$ cat config.mk
export PLATFORM = sky130hd
export DESIGN_NAME = div_ctrl
export DESIGN_NICKNAME = d
export VERILOG_FILES = /design/src/rtl/div_ctrl_pkg.sv /design/src/rtl/div_ctrl_step.sv /design/src/rtl/div_ctrl.sv
export SDC_FILE = /design/constraint.sdc
export NUM_CORES = 1
export LEC_CHECK = 0
export ABC_AREA = 1
export BUFFER_PORTS_ARGS = -buffer_cell sky130_fd_sc_hd__buf_2
export CAP_MARGIN = 20
export CORE_MARGIN = 2
export CORE_UTILIZATION = 55
export CTS_BUF_LIST = sky130_fd_sc_hd__clkbuf_2 sky130_fd_sc_hd__clkbuf_4 sky130_fd_sc_hd__clkbuf_8
export CTS_CLUSTER_SIZE = 8
export DETAILED_ROUTE_END_ITERATION = 6
export MAX_ROUTING_LAYER = met4
export PLACE_DENSITY_LB_ADDON = 0.08
export RECOVER_POWER = 25
export SETUP_SLACK_MARGIN = 0.2
export SLEW_MARGIN = 20
export SYNTH_ARGS = -nofsm -noshare
export SYNTH_HDL_FRONTEND = slang
export SYNTH_SLANG_ARGS = --single-unit
$ cat constraint.sdc
create_clock -name clk -period 3.6 [get_ports clk]
set_input_delay 0.18 -clock clk [delete_from_list [all_inputs] [get_ports clk]]
set_output_delay 0.18 -clock clk [all_outputs]
set_load 0.1 [all_outputs]
$ cat src/rtl/div_ctrl_pkg.sv
// Shared definitions for the execute-stage divide controller: FSM encoding
// and default sizing.
package div_ctrl_pkg;

  localparam int DIV_DATA_W = 32;
  localparam int DIV_ITER   = DIV_DATA_W;

  typedef enum logic [1:0] {
    DIV_IDLE = 2'd0,
    DIV_BUSY = 2'd1,
    DIV_DONE = 2'd2
  } div_state_e;

endpackage

$ cat src/rtl/div_ctrl_step.sv
// One radix-2 restoring division step: shift {rem,quot} left by one, then
// subtract the divisor from the remainder when it fits.
module div_step #(
  parameter int DATA_W = 32
) (
  input  logic [2*DATA_W-1:0] rq,
  input  logic [DATA_W-1:0]   divisor,
  output logic [2*DATA_W-1:0] rq_next
);

  // The shifted remainder needs one extra bit; the borrow out of the
  // subtraction then doubles as the compare result.
  logic [DATA_W:0] trial;
  logic [DATA_W:0] diff;
  logic            fits;

  assign trial   = rq[2*DATA_W-1:DATA_W-1];
  assign diff    = trial - {1'b0, divisor};
  assign fits    = ~diff[DATA_W];
  assign rq_next = {(fits ? diff[DATA_W-1:0] : trial[DATA_W-1:0]),
                    rq[DATA_W-2:0], fits};

endmodule

$ cat src/rtl/div_ctrl.sv
// Multi-cycle DIV/DIVU sequencer for the E stage: latches magnitudes, runs
// DATA_W restoring steps, sign-corrects into {HI,LO} and stalls F/D/E meanwhile.
module div_ctrl
  import div_ctrl_pkg::*;
#(
  parameter int DATA_W = DIV_DATA_W
) (
  input  logic                clk,
  input  logic                rst,
  input  logic                start,
  input  logic                signed_div,
  input  logic [DATA_W-1:0]   opdata1,
  input  logic [DATA_W-1:0]   opdata2,
  input  logic                annul,
  output logic [2*DATA_W-1:0] result,
  output logic                ready,
  output logic                stall_div
);

  localparam int                CNT_W  = $clog2(DATA_W);
  localparam logic [CNT_W-1:0]  LAST   = CNT_W'(DATA_W - 1);
  localparam logic [DATA_W-1:0] ZERO_Q = '1;

  div_state_e          state;
  logic [CNT_W-1:0]    counter;
  logic [2*DATA_W-1:0] rq;
  logic [DATA_W-1:0]   divisor;
  logic                neg_q;
  logic                neg_r;

  logic                a_neg;
  logic                b_neg;
  logic [DATA_W-1:0]   abs_a;
  logic [DATA_W-1:0]   abs_b;
  logic [2*DATA_W-1:0] step_rq;
  logic [DATA_W-1:0]   q_fin;
  logic [DATA_W-1:0]   r_fin;

  assign a_neg = signed_div & opdata1[DATA_W-1];
  assign b_neg = signed_div & opdata2[DATA_W-1];
  assign abs_a = a_neg ? -opdata1 : opdata1;
  assign abs_b = b_neg ? -opdata2 : opdata2;

  div_step #(.DATA_W(DATA_W)) u_step (
    .rq      (rq),
    .divisor (divisor),
    .rq_next (step_rq)
  );

  // Negation wraps at DATA_W bits, so 0x80000000 / -1 yields 0x80000000.
  assign q_fin = neg_q ? -step_rq[DATA_W-1:0] : step_rq[DATA_W-1:0];
  assign r_fin = neg_r ? -step_rq[2*DATA_W-1:DATA_W] : step_rq[2*DATA_W-1:DATA_W];

  // Low in DONE so E advances and captures result at the end of that cycle.
  assign stall_div = ~annul & (((state == DIV_IDLE) & start) | (state == DIV_BUSY));

  // NOTE: all state uses non-blocking assignments so every register samples
  // pre-edge values; blocking here would make ordering change behaviour.
  always_ff @(posedge clk) begin
    if (rst) begin
      state   <= DIV_IDLE;
      counter <= '0;
      rq      <= '0;
      divisor <= '0;
      neg_q   <= 1'b0;
      neg_r   <= 1'b0;
      result  <= '0;
      ready   <= 1'b0;
    end else begin
      ready <= 1'b0;
      if (annul) begin
        state   <= DIV_IDLE;
        counter <= '0;
      end else begin
        case (state)
          DIV_IDLE: begin
            if (start) begin
              rq      <= {{DATA_W{1'b0}}, abs_a};
              divisor <= abs_b;
              neg_q   <= a_neg ^ b_neg;
              neg_r   <= a_neg;
              counter <= '0;
              if (opdata2 == '0) begin
                state  <= DIV_DONE;
                result <= {opdata1, ZERO_Q};
                ready  <= 1'b1;
              end else begin
                state <= DIV_BUSY;
              end
            end
          end
          DIV_BUSY: begin
            rq      <= step_rq;
            counter <= counter + 1'b1;
            if (counter == LAST) begin
              state  <= DIV_DONE;
              result <= {r_fin, q_fin};
              ready  <= 1'b1;
            end
          end
          // The instruction that launched this divide is still in E.
          DIV_DONE: state <= DIV_IDLE;
          default:  state <= DIV_IDLE;
        endcase
      end
    end
  end

endmodule

==> impl_metrics.json <==
{
  "first_global_vias": 13700,
  "post-dp-hpwl_mm": 34.2,
  "start_util_pct": 56.1,
  "gr-usage-met2_pct": 55.1,
  "nets": 2527,
  "antenna_cells": 0,
  "die_h_um": 159,
  "core-area_mm2": 0.0235,
  "syn_nets": 2346,
  "hold_start": "opdata1[4]",
  "cellPowerDensity_mw_per_mm2": 326,
  "fillerInstances": 2299,
  "whs_path_depth": 3,
  "clock_latency_ns": 0.48,
  "reg2reg_to": "result[8]",
  "yosysWarningCount": 0,
  "synth_top_family_by_area": "simple AND/OR/NAND/NOR gates",
  "numCtsBuffers": 17,
  "cpMaxStageDelayCell": "dfxtp_1",
  "synthSimpleGateAreaFrac_pct": 37.8,
  "reg2reg_depth": 26,
  "clk_root_buffer_cell": "clkbuf_8",
  "holdCritPathClass": "primary input to flip-flop",
  "reg2reg_slack_ns": 0.01,
  "antenna_found_initial": 1,
  "timing.rr.start": "rq[48]",
  "first_iter_violations": 1555,
  "p_int_mw": 3.03,
  "drc_errors": 0,
  "grt_max_degree": 78,
  "synth-adder-area-share_pct": 3.76,
  "synth-main-ff-cell": "dfxtp_1",
  "syn-instance-count": 2238,
  "crit_top_cell": "buf_4",
  "power_frac_comb_pct": 32.4,
  "met3_usage_pct": 4.39,
  "postSynthAreaPerCell_um2": 5.89,
  "htree_levels": 4,
  "die_w_um": 159,
  "fmax_ghz": 0.279,
  "cp-start-kind": "flip-flop",
  "status": "finished, violations left",
  "power_frac_clock_pct": 27.8,
  "grt_pass1_wl_mm": 72.1,
  "whs_ns": 0.0335,
  "synth_area_leaders": "dfxtp_1 (26%), nand2_1 (20%), inv_1 (8.5%), a21oi_1 (6.8%), nand3_1 (6.6%)",
  "async_flop_share_pct": 0,
  "layoutNonFillerInstCount": 2751,
  "critPathTopFamily": "simple AND/OR/NAND/NOR gates",
  "synthMuxAreaShare_pct": 0,
  "core.rowCount": 56,
  "period_needed_ns": 3.59,
  "hold_violations": 0,
  "power.leakage_nw": 7.78,
  "crit_type": "flip-flop to flip-flop",
  "maxCapViolCount": 1,
  "crit_required_ns": 4.02,
  "drive_above_1_share_pct": 15.2,
  "slew_violations": 47,
  "vias": 15300,
  "arrival_ns": 4.00,
  "dieArea_mm2": 0.0252,
  "globalplace.congestion": 0.957,
  "hold_path_end": "result[36]",
  "crit_fanout": 3,
  "endpoint_kind": "flip-flop",
  "final_core_util_pct": 65.9,
  "synth_xor_area_share_pct": 2.79,
  "worstMarginPinSlew_ns": 2.35,
  "cts_tree": "done",
  "routedWlPerCell_um": 16.7,
  "place_inst": 2687,
  "routed_wl_mm": 45.8,
  "via_per_inst": 5.55,
  "max-slew-margin-rel_pct": -56.7,
  "crit_buf_inv": 9,
  "synth_compound_area_share_pct": 17.5,
  "worst_ir_drop_vdd_mv": 0.206,
  "final.setup_skew_ns": 0.0337,
  "track_usage_pct": 36.4,
  "ys_types": 53,
  "netlist_area_mm2": 0.0132,
  "violations": "capacitance limit, slew limit",
  "firstDrtPassIters": 7,
  "cts.clk_slew.worst_paths_ns": 0.12,
  "seqPwrFrac_pct": 39.8,
  "synth.top_cell.area_share_pct": 25.8,
  "clock_path_buffers": 2,
  "ys_ff_latch": 170,
  "final-setup-viol-count": 0,
  "rsz0062_at_grt": "true",
  "cts.sinks": 170,
  "top_usage_layer": "met2",
  "synth_edf_count": 0,
  "area_growth_syn_to_layout_pct": 17.5,
  "ys_seq_area_share_pct": 25.8,
  "overflow": 0,
  "ant_nets": 0,
  "switching_power_mw": 2.02,
  "io_pins": 135,
  "portBuffers": 134,
  "critPathMaxStageDelay_ns": 0.44,
  "finalCritPeriodShare_pct": 99.6,
  "swShare_pct": 40.0,
  "synth_largest_area_cell": "dfxtp_1",
  "use_met1_pct": 50.4
}
-- layout by cell type (no fill, tap or decap), drive strengths merged --
master / n
ha: 38
nor2: 188
o21a: 1
dlygate4sd3: 1
xor2: 29
a211oi: 3
or2: 5
nor3b: 1
a41oi: 1
o21ai: 137
buf: 194
xnor2: 13
fa: 1
and3: 1
inv: 325
clkinvlp: 1
a221oi: 2
clkinv: 10
nand3b: 10
dfxtp: 170
nand3: 181
and2: 3
or3: 1
nor4: 7
nand4: 18
a21oi: 183
o221ai: 12
nand2: 727
nor3: 22
o211ai: 24
a21boi: 1
o21bai: 1
a311oi: 1
a21o: 1
o221a: 1
o311ai: 2
o41ai: 1
a31oi: 29
clkbuf: 75
o31ai: 11
-- registers in the layout, indices dropped and copies added, names as in the netlist --
signal   flops
counter      5
neg_r        1
result      64
ready        1
rq          64
divisor     32
state        2
neg_q        1
-- power by group through the flow --
stage / Clock, mW / Sequential (mW) / Combinational (mW)
finish: 1.40 / 2.01 / 1.64
global route: 1.48 / 2.02 / 1.79
CTS: 1.42 / 2.00 / 1.54
detailed placement: 0 / 2.04 / 1.47
global placement: 0 / 2.04 / 1.46
floorplan: 0 / 2.16 / 0.904
-- per-layer routing --
layer  routed length, um  vias up
met3                3710      101
met4                1430        0
met5                   0        -
li1                    -     7564
met2               19800      723
met1               20800     6869
-- tightest hold or removal path, cell delays in order --
cell	delay [ns]
buf_2	0.12
nand2_1	0.08
a31oi_1	0.07
-- what timing repair did --
action,in CTS,in global routing
gates cloned,0,1
resized for setup,23,43
hold endpoints to repair,1,0
hold buffers,1,0
pin swaps,16,21
endpoints found under the setup margin,13,40
buffers inserted,13,17
-- cells in the mapped netlist (3+ instances only) --
cell type and n:
a211oi_1 3, a21oi_1 179, a21oi_2 3, a31oi_1 29, and2_1 3, buf_1 9, buf_2 12, buf_4 6
buf_6 5, clkbuf_1 58, clkinv_1 3, dfxtp_1 170, ha_1 38, inv_1 300, inv_2 19, nand2_1 696
nand2_2 22, nand2_4 9, nand3_1 173, nand3_2 7, nand3b_1 10, nand4_1 18, nor2_1 175, nor2_2 9
nor2_4 4, nor3_1 20, nor4_1 7, o211ai_1 24, o21ai_0 128, o21ai_1 9, o221ai_1 12, o31ai_1 11
or2_2 4, xnor2_1 13, xor2_1 29
-- layout make-up --
class / count / area (um2) / share of cell area [%]
repair buffers: 252 / 1560 / 10.1
well taps: 319 / 399 / 2.58
flip-flops and latches: 170 / 3420 / 22.1
clock buffers: 18 / 248 / 1.60
clock inverters: 14 / 151 / 0.978
multi-input cells: 1656 / 8500 / 54.9
inverters: 322 / 1210 / 7.81
-- cells by family after synthesis --
logic type | after synthesis
buffers and inverters | 412
AO/OA/AOI/OAI | 411
adder cells (fa/ha/maj) | 39
XOR/XNOR | 42
AND/OR/NAND/NOR | 1164
flip-flops | 170
-- worst max-delay path by stage --
stage               depth (start not counted)         from  slack (ns)    endpoint
floorplan                                  27       rq[31]        0.06  result[28]
global placement                           26       rq[31]       0.008  result[28]
detailed placement                         24  divisor[17]       -0.06  result[28]
CTS                                        26       rq[31]        0.20  result[30]
global route                               26       rq[56]       -0.13   result[8]
finish                                     26       rq[48]        0.01   result[8]
-- metrics by stage --
step / cell area [um2] / total power [mW] / setup WS (ns) / TNS [ns]
6_report: 15500 / 5.05 / 0.0142 / 0
5_1_grt: 15500 / 5.29 / -0.130 / -0.798
4_1_cts: 15200 / 4.96 / 0.204 / 0
3_5_place_dp: 14600 / 3.52 / -0.0586 / -0.0997
3_3_place_gp: 14600 / 3.50 / 0.00764 / 0
2_1_floorplan: 13200 / 3.06 / 0.0594 / 0
Power figures use the tool's default switching activity.
